### src/rtl/imm_decode_ctrl.sv
// imm_decode_ctrl
//   RV64 immediate decode stage with a two-entry (main + skid) output buffer.
//   Each accepted instruction is decoded combinationally and stored together
//   with its decode result, so every output is driven from registers only.
//
// Ports
//   clk          rising-edge clock
//   rst_n        asynchronous active-low reset
//   in_valid     upstream instruction valid
//   in_ready     registered: stage can accept this cycle (state != TWO)
//   in_instr     32-bit instruction word
//   flush        synchronous discard of all held entries
//   out_valid    decoded entry presented (state != EMPTY)
//   out_ready    downstream accepts the presented entry
//   out_instr    instruction of the presented entry
//   out_imm      XLEN-bit immediate of the presented entry
//   out_fmt      0 NONE, 1 I, 2 S, 3 B, 4 U, 5 J, 6 SHAMT, 7 ZIMM
//   out_illegal  opcode not recognised
module imm_decode_ctrl #(
    parameter int XLEN = 64
) (
    input  logic            clk,
    input  logic            rst_n,
    input  logic            in_valid,
    output logic            in_ready,
    input  logic [31:0]     in_instr,
    input  logic            flush,
    output logic            out_valid,
    input  logic            out_ready,
    output logic [31:0]     out_instr,
    output logic [XLEN-1:0] out_imm,
    output logic [2:0]      out_fmt,
    output logic            out_illegal
);

    localparam logic [2:0] FMT_NONE  = 3'd0;
    localparam logic [2:0] FMT_I     = 3'd1;
    localparam logic [2:0] FMT_S     = 3'd2;
    localparam logic [2:0] FMT_B     = 3'd3;
    localparam logic [2:0] FMT_U     = 3'd4;
    localparam logic [2:0] FMT_J     = 3'd5;
    localparam logic [2:0] FMT_SHAMT = 3'd6;
    localparam logic [2:0] FMT_ZIMM  = 3'd7;

    typedef struct packed {
        logic [31:0]     instr;
        logic [XLEN-1:0] imm;
        logic [2:0]      fmt;
        logic            illegal;
    } entry_t;

    typedef enum logic [1:0] {
        S_EMPTY = 2'd0,
        S_ONE   = 2'd1,
        S_TWO   = 2'd2
    } state_t;

    // Signed views of each immediate field; the width cast sign-extends them.
    function automatic entry_t decode(input logic [31:0] instr);
        entry_t             e;
        logic signed [11:0] imm_i;
        logic signed [11:0] imm_s;
        logic signed [12:0] imm_b;
        logic signed [31:0] imm_u;
        logic signed [20:0] imm_j;
        imm_i = instr[31:20];
        imm_s = {instr[31:25], instr[11:7]};
        imm_b = {instr[31], instr[7], instr[30:25], instr[11:8], 1'b0};
        imm_u = {instr[31:12], 12'b0};
        imm_j = {instr[31], instr[19:12], instr[20], instr[30:21], 1'b0};
        e.instr   = instr;
        e.imm     = '0;
        e.fmt     = FMT_NONE;
        e.illegal = 1'b0;
        case (instr[6:0])
            7'b0000011, 7'b1100111, 7'b0001111: begin
                e.fmt = FMT_I;
                e.imm = XLEN'(imm_i);
            end
            // funct3 001/101 are the shift-immediate forms
            7'b0010011: begin
                if (instr[13:12] == 2'b01) begin
                    e.fmt = FMT_SHAMT;
                    e.imm = XLEN'(instr[25:20]);
                end else begin
                    e.fmt = FMT_I;
                    e.imm = XLEN'(imm_i);
                end
            end
            7'b0011011: begin
                if (instr[13:12] == 2'b01) begin
                    e.fmt = FMT_SHAMT;
                    e.imm = XLEN'(instr[24:20]);
                end else begin
                    e.fmt = FMT_I;
                    e.imm = XLEN'(imm_i);
                end
            end
            7'b0100011: begin
                e.fmt = FMT_S;
                e.imm = XLEN'(imm_s);
            end
            7'b1100011: begin
                e.fmt = FMT_B;
                e.imm = XLEN'(imm_b);
            end
            7'b0110111, 7'b0010111: begin
                e.fmt = FMT_U;
                e.imm = XLEN'(imm_u);
            end
            7'b1101111: begin
                e.fmt = FMT_J;
                e.imm = XLEN'(imm_j);
            end
            // CSR immediate forms carry a 5-bit zimm in the rs1 field
            7'b1110011: begin
                if (instr[14]) begin
                    e.fmt = FMT_ZIMM;
                    e.imm = XLEN'(instr[19:15]);
                end else begin
                    e.fmt = FMT_I;
                    e.imm = XLEN'(imm_i);
                end
            end
            7'b0110011, 7'b0111011: begin
                e.fmt = FMT_NONE;
            end
            default: begin
                e.illegal = 1'b1;
            end
        endcase
        return e;
    endfunction

    state_t state;
    state_t state_nxt;
    logic   in_ready_r;
    logic   accept;
    logic   pop;
    logic   ld_main;
    logic   ld_main_skid;
    logic   ld_skid;
    entry_t dec_p0;
    entry_t main_p1;
    entry_t skid_p1;

    // ---- p0: decode of the incoming instruction ----
    assign dec_p0 = decode(in_instr);

    assign in_ready  = in_ready_r;
    assign out_valid = (state != S_EMPTY);
    assign accept    = in_valid & in_ready_r;
    assign pop       = out_valid & out_ready;

    always_comb begin
        state_nxt    = state;
        ld_main      = 1'b0;
        ld_main_skid = 1'b0;
        ld_skid      = 1'b0;
        case (state)
            S_EMPTY: begin
                if (accept) begin
                    state_nxt = S_ONE;
                    ld_main   = 1'b1;
                end
            end
            S_ONE: begin
                if (accept && !pop) begin
                    state_nxt = S_TWO;
                    ld_skid   = 1'b1;
                end else if (pop && !accept) begin
                    state_nxt = S_EMPTY;
                end else if (accept && pop) begin
                    ld_main = 1'b1;
                end
            end
            S_TWO: begin
                if (pop) begin
                    state_nxt    = S_ONE;
                    ld_main_skid = 1'b1;
                end
            end
            default: state_nxt = S_EMPTY;
        endcase
        if (flush) begin
            state_nxt    = S_EMPTY;
            ld_main      = 1'b0;
            ld_main_skid = 1'b0;
            ld_skid      = 1'b0;
        end
    end

    // ---- p1: occupancy control and registered ready ----
    always_ff @(posedge clk or negedge rst_n) begin
        if (!rst_n) begin
            state      <= S_EMPTY;
            in_ready_r <= 1'b0;
        end else begin
            state      <= state_nxt;
            in_ready_r <= (state_nxt != S_TWO);
        end
    end

    // Entry storage is not reset; outputs are masked by occupancy instead.
    always_ff @(posedge clk) begin
        if (ld_main) begin
            main_p1 <= dec_p0;
        end else if (ld_main_skid) begin
            main_p1 <= skid_p1;
        end
        if (ld_skid) begin
            skid_p1 <= dec_p0;
        end
    end

    assign out_instr   = out_valid ? main_p1.instr   : '0;
    assign out_imm     = out_valid ? main_p1.imm     : '0;
    assign out_fmt     = out_valid ? main_p1.fmt     : FMT_NONE;
    assign out_illegal = out_valid ? main_p1.illegal : 1'b0;

endmodule

### config.mk
export PLATFORM = sky130hd
export DESIGN_NAME = imm_decode_ctrl
export DESIGN_NICKNAME = d
export VERILOG_FILES = /design/src/rtl/imm_decode_ctrl.sv
export SDC_FILE = /design/constraint.sdc
export NUM_CORES = 1
export LEC_CHECK = 0
export ABC_AREA = 1
export ABC_CLOCK_PERIOD_IN_PS = 10100
export CAP_MARGIN = 20
export CORE_MARGIN = 2
export CORE_UTILIZATION = 47
export CTS_BUF_LIST = sky130_fd_sc_hd__clkbuf_8
export CTS_CLUSTER_DIAMETER = 30
export DETAILED_ROUTE_END_ITERATION = 16
export GPL_TIMING_DRIVEN = 0
export PLACE_DENSITY = 0.72
export SLEW_MARGIN = 20
export SYNTH_ARGS = -nofsm -noshare
export SYNTH_HDL_FRONTEND = slang
export SYNTH_SLANG_ARGS = --single-unit
### constraint.sdc
create_clock -name clk -period 10.1 [get_ports clk]
set_input_delay 1.515 -clock clk [delete_from_list [all_inputs] [get_ports clk]]
set_output_delay 1.515 -clock clk [all_outputs]
set_load 0.005 [all_outputs]
==> results by group, run 1 <==
CTS
  • Cts repair resizes: 0
  • Root Buffer: clkbuf_8
  • Total CTS buffers: 17
  • Clock sink count: 139
  • CTS tree: done
  • Setup Fix Bufs, Post-CTS: 0
  • Clock Path Buffers: 2
  • CTS clk-pin slew, worst paths: approximately 0.080 ns
  • Clock Latency Late Sink: approximately 0.46 ns
  • CTS Hold Bufs: 0
  • Max H-tree Level: 4

Floorplanning
  • I/O Pins: roughly 140
  • Die area: approximately 17,000 µm²
  • Chip Height: ~130 µm
  • Row Count: 46
  • Initial Util: 0.477
  • Core area: 15,800 µm²
  • Die Width: 131 µm

Critical path
  • Critical path peak fanout: 18
  • Crit end category: output pin
  • Worst setup SP type: flip-flop
  • Crit Path Category: flip-flop to output pin
  • Arrival @ worst endpoint: 3.54 ns
  • CP required: ~8.6 ns

Yosys
  • Synth cell types: 28
  • Syn Nets: 889
  • Seq/Total Area, Yosys: 0.553
  • Synth Area per Inst: 8.83 µm²
  • Yosys warning count: 0
  • Number of synthesized register bits: 139
  • Synth area leaders: edfxtp_1 54%, nand2_1 12%, nor2_1 6.4%, inv_1 5.1%, nand3_1 4.3%
  • Cells after Synth: about 850
  • Yosys top cell area share: 0.543
  • Dominant cell type by area after synthesis: edfxtp_1
  • Mapped Area: about 7500 µm²

Cells and area
  • Commonest non-fill, non-tap cell in the layout: nand2_1
  • Cell area after layout: 9760 µm²
  • Layout net count: 1,060
  • Final Non-Filler Cells: 1,252
  • Area Overhead vs Synth: 29.8%
  • Most frequent cells in the layout: 247 x nand2_1, 138 x clkdlybuf4s50_1, 136 x edfxtp_1
  • Share of cells above drive strength 1: 0.148
  • Diode count: 0

Placed design
  • IO Port Bufs: 138
  • DP HPWL: 13,700 µm
  • Dpl cells: roughly 1.2k
  • Dpl cell area: 9350 µm²
  • GPL Wtd Cong: roughly 0.92

Drt
  • TritonRoute pass-1 iters: 6
  • Routed WL: 18,500 µm
  • Routed length per instance: 14.8 µm
  • Starting DRT DRC Count: about 620
  • Routed via count: 6,086
  • Post-route ant nets: 0
  • Vias per inst: 4.86
  • # DRC: 0

Power and ir drop
  • Power Dens Cells: ~130 nW/µm²
  • Peak VDD IR: 0.0772 mV
  • Static Leak: 4.45 nW

Timing
  • Final Cycle Share: 0.501
  • Max Fclk: approximately 0.2 GHz
  • Slew @ Worst Pin: between 0.8 and 0.9 ns
  • Minimum clock period: 5.06 ns
  • Slew Viols, Final: 0
  • Max-Slew Margin vs Limit: 0.429
  • RSZ-0062 raised after global routing: no
  • Final setup violation count: 0
  • Final hold violation count: 0
  • Clk_skew: 0.0119 ns

GRT
  • Global-route wire length before repair: 28,600 µm
  • Largest net degree at the start of global routing: 24
  • GRT overflow: 0
  • Total track usage: 0.224
  • Initial antenna violation count: 0
  • Number of global-route vias before repair: about 5.5k

Status
  • Outcome: finished clean

Worst hold path
  • Hold/Removal Path Class: flip-flop to flip-flop

Flow run
  • Max_cap viols: 0
[report_power, final]
part	internal, mW	leakage, nW	switching, mW
clock	0.264	0.201	0.211
sequential	0.651	1.36	0.00384
combinational	0.0807	2.89	0.0964
total	0.995	4.45	0.311
[flip-flops by register name, indices dropped and copies added (netlist names)]
| register | flops |
|---|---|
| main_p1 | 68 |
| skid_p1 | 68 |
| state | 2 |
| in_ready | 1 |
[cells by family after synthesis]
group / count (synthesis) / synth area share
AND/OR/NAND/NOR: 499 / 0.307
buffers and inverters: 183 / 0.118
flip-flops: 139 / 0.553
AO/OA/AOI/OAI: 31 / 0.0216
[stage by stage]
stage / hold slack, ns / power, mW / util / setup WS, ns / TNS (ns)
floorplan: 0.487 / 0.749 / - / 1.18 / 0
global placement: 0.493 / 0.839 / 0.582 / -2.40 / -159.60
detailed placement: 0.496 / 0.844 / 0.593 / 5.45 / 0
CTS: 0.511 / 1.32 / 0.619 / 4.94 / 0
global route: 0.543 / 1.36 / 0.619 / 4.74 / 0
finish: 0.514 / 1.31 / 0.619 / 5.04 / 0
[worst paths after layout]
path                             start           to  slack, ns  cells after the start
hold / removal             skid_p1[83]  main_p1[83]       0.51                      2
setup reg to reg              state[1]  skid_p1[87]       7.70                      5
max in group asynchronous        rst_n     state[0]       8.72                      1
hold reg to reg            skid_p1[83]  main_p1[83]       0.51                      2
min in group asynchronous        rst_n     state[1]       1.24                      1
setup / recovery              state[1]  out_imm[45]       5.04                      7
[cell type report]
type / count / area [µm²]
fill: 1408 / 6010
buffer: 73 / 473
timing repair buffer: 152 / 1530
sequential: 139 / 4160
inverter: 110 / 415
clock inverter: 15 / 183
tap: 216 / 270
clock buffer: 17 / 234
multi-input combinational: 530 / 2490
[layer usage]
layer	routed length, µm	up-vias	share of wire	global-route usage
li1	-	3048	-	-
met1	8240	2792	0.44	0.313
met2	8730	220	0.47	0.354
met3	1260	26	0.068	0.0472
met4	291	0	0.016	0.0670
met5	0	-	0	0
[cells in the mapped netlist]
library cell / count
o21ai_0: 21
edfxtp_1: 136
clkbuf_1: 20
nand3_4: 2
nand4_1: 8
nand3_2: 2
nor2_8: 2
buf_2: 9
o22ai_1: 1
buf_4: 38
nor4_1: 1
nor3_1: 1
a31oi_1: 5
nor2_1: 129
nand2_2: 8
buf_6: 6
a21oi_1: 4
nand4_2: 21
inv_2: 6
dfrtp_1: 3
nand2_1: 247
nand3b_2: 1
inv_4: 1
nand3_1: 65
nand2_4: 2
nor2_4: 2
nor2_2: 8
inv_1: 103
[worst max-delay path: stages, from the launching register on]
cell,delay [ns]
dfrtp_1,0.41
nor2_1,0.68
clkbuf_1,0.46
clkbuf_1,0.49
nor2_2,0.26
buf_8,0.23
buf_4,0.13
clkdlybuf4s50_1,0.44
No activity file was read; power rests on OpenSTA's default activity.
==> run 2: changes to the inputs <==
--- a/config.mk
+++ b/config.mk
@@ -6,7 +6,7 @@
 export NUM_CORES = 1
 export LEC_CHECK = 0
 export ABC_AREA = 1
-export ABC_CLOCK_PERIOD_IN_PS = 10100
+export ABC_CLOCK_PERIOD_IN_PS = 4600
 export CAP_MARGIN = 20
 export CORE_MARGIN = 2
 export CORE_UTILIZATION = 47
@@ -14,7 +14,7 @@
 export CTS_CLUSTER_DIAMETER = 30
 export DETAILED_ROUTE_END_ITERATION = 16
 export GPL_TIMING_DRIVEN = 0
-export PLACE_DENSITY = 0.72
+export PLACE_DENSITY = 0.75
 export SLEW_MARGIN = 20
 export SYNTH_ARGS = -nofsm -noshare
 export SYNTH_HDL_FRONTEND = slang
==> constraint.sdc (replaced) <==
create_clock -name clk -period 4.6 [get_ports clk]
set_input_delay 0.69 -clock clk [delete_from_list [all_inputs] [get_ports clk]]
set_output_delay 0.69 -clock clk [all_outputs]
set_load 0.005 [all_outputs]
==> run 2 against run 1 <==
Against the previous run: sequential cell count did not move; non-clock buffer count fell by 4; sequential power rose by 120%; wire length rose by 0.56%; combinational power rose by 120%; via count rose by 0.85%; final area fell by 0.35%; first-iteration DRC count fell by 27%; setup slack got worse by 4.7 ns; sequential share of layout area rose by 0.15 points; count of clock-buffer cells in the layout did not move.
==> results by group, run 2 (synthesis gave the netlist of run 1 again) <==
Floorplanning
  • Chip Height: 131 µm (unchanged)
  • Initial Util: 0.477 (unchanged)
  • Core area: 15,800 µm² (unchanged)
  • Die area: 17,000 µm² (unchanged)
  • I/O Pins: 139 (unchanged)
  • Die Width: 131 µm (unchanged)
  • Row Count: 46 (unchanged)

GRT
  • Initial antenna violation count: 0 (unchanged)
  • Number of global-route vias before repair: 5,638 (+3.3%)
  • Largest net degree at the start of global routing: 26 (+8.3%)
  • GRT overflow: 0 (unchanged)
  • Total track usage: 0.223 (about the same)
  • Global-route wire length before repair: 28,600 µm (about the same)

Critical path
  • Slowest-stage cell, CP: nor2_1
  • Worst R2R Path Depth: 8 (+3)
  • Crit Path Category: flip-flop to output pin
  • CP required: 3.91 ns (-4.68 ns)
  • Crit end category: output pin
  • CP startpoint: state[1]
  • Cell Chain, Critical Path: nor2_1, clkbuf_1, clkbuf_1, nor2_2, buf_6, buf_4, clkdlybuf4s50_1
  • Worst path max stage delay: 0.62 ns (-0.06 ns)
  • Top cell by count, worst path: clkbuf_1
  • FF-to-FF Start: state[0]
  • Critical path peak fanout: 18 (unchanged)
  • Worst setup SP type: flip-flop
  • Arrival @ worst endpoint: 3.56 ns (+0.02 ns)

Cells and area
  • Diode count: 0 (unchanged)
  • Commonest non-fill, non-tap cell in the layout: nand2_1
  • Layout net count: 1,056 (-0.38%)
  • Share of cells above drive strength 1: 0.147 (-0.000397)
  • Final Non-Filler Cells: 1,248 (-0.32%)
  • Biggest regs: main_p1 (68), skid_p1 (68), state (2)
  • Most frequent cells in the layout: 247 x nand2_1, 138 x clkdlybuf4s50_1, 136 x edfxtp_1
  • Area Overhead vs Synth: 29.3%

CTS
  • Clock Path Buffers: 2 (unchanged)
  • Clock Latency Late Sink: 0.45 ns (about the same)
  • Clock sink count: 139 (unchanged)
  • Total CTS buffers: 17 (unchanged)
  • Cts repair resizes: 0 (unchanged)
  • CTS tree: done
  • CTS clk-pin slew, worst paths: 0.07 ns (about the same)
  • Setup Fix Bufs, Post-CTS: 0 (unchanged)
  • Root Buffer: clkbuf_8
  • CTS Hold Bufs: 0 (unchanged)
  • Max H-tree Level: 4 (unchanged)

Drt
  • # DRC: 0 (unchanged)
  • TritonRoute pass-1 iters: 5 (-1)
  • Starting DRT DRC Count: 453 (-27%)
  • Vias per inst: 4.92 (+1.2%)
  • Post-route ant nets: 0 (unchanged)
  • Routed via count: 6,138 (+0.85%)
  • Routed WL: 18,600 µm (+0.56%)
  • Routed length per instance: 14.9 µm (+0.88%)

Timing
  • Final setup violation count: 0 (unchanged)
  • Minimum clock period: ~4.2 ns
  • Max-Slew Margin vs Limit: 0.488 (+0.0590)
  • Slew Viols, Final: 0 (unchanged)
  • Max Fclk: about 0.24 GHz
  • Clk_skew: 0.00600 ns (-0.00586 ns)
  • Final Cycle Share: 0.923
  • RSZ-0062 raised after global routing: no
  • Slew @ Worst Pin: 0.766 ns (-0.0882 ns)
  • Hold WS: 0.410 ns (-0.103 ns)
  • Final hold violation count: 0 (unchanged)

Status
  • Outcome: finished clean

Power and ir drop
  • Power Dens Cells: 286 nW/µm² (+110%)
  • Tot Pwr: 2.78 mW (+110%)
  • Static Leak: 4.42 nW (-0.68%)
  • Peak VDD IR: 0.177 mV (+130%)

Worst hold path
  • Hold/Removal Path Class: input pin to asynchronous set/reset pin

Placed design
  • IO Port Bufs: 138 (unchanged)
  • Dpl cells: 1,216 (-0.33%)
  • GPL Wtd Cong: 0.943 (+2.0%)
  • DP HPWL: 13,900 µm (+1.5%)

Flow run
  • Max_cap viols: 0 (unchanged)
## run 2: cell types whose count changed in the layout (fill, tap and decap cells not counted), sizes merged
cell	change
bufinv	-2
inv	+1
clkinv	+3
buf	-4
clkinvlp	-2
## run 2: cell type report
| type | instances | area [µm²] |
|---|---|---|
| clock buffer | 17 | 234 |
| multi-input combinational | 530 | 2500 |
| buffer | 73 | 473 |
| timing repair buffer | 148 | 1520 |
| inverter | 110 | 415 |
| clock inverter | 15 | 150 |
| sequential | 139 | 4160 |
| fill | 1317 | 6040 |
| tap | 216 | 270 |
## run 2: path summary, 6_finish.rpt
| check | endpoint | slack (ns) |
|---|---|---|
| min in group clk | main_p1[88] | 0.52 |
| worst max register to register | main_p1[18] | 2.28 |
| worst min-delay path | in_ready | 0.41 |
| worst max-delay path | out_imm[52] | 0.35 |
| max in group asynchronous | state[0] | 4.06 |
| worst min register to register | main_p1[88] | 0.52 |
## run 2: worst max-delay path: cells and delay by family, from the launching register on
kind | cells | cell delay [ns]
flops | 1 | 0.43
simple gates | 2 | 0.87
buf+inv | 5 | 1.80
## run 2: through the flow
step | cell area [µm²] | utilization | setup WS, ns | setup TNS [ns]
6_report | 9730 | 0.617 | 0.353 | 0
5_1_grt | 9730 | 0.617 | 0.0630 | 0
4_1_cts | 9730 | 0.617 | 0.225 | 0
3_5_place_dp | 9350 | 0.593 | 0.729 | 0
3_3_place_gp | 9190 | 0.583 | -0.409 | -47.16
2_1_floorplan | 7540 | - | 1.12 | 0
## run 2: per-layer routing
metal,share of wire,routed length (µm),GRT usage,vias up
met5,0,0,0,-
met1,0.44,8140,0.300,2824
met3,0.066,1230,0.0428,33
met4,0.021,396,0.0882,0
li1,-,-,-,3041
met2,0.48,8850,0.361,240
## run 2: where the power goes
group,internal [mW],switching [mW]
clock,0.479,0.478
sequential,1.43,0.00859
combinational,0.177,0.212
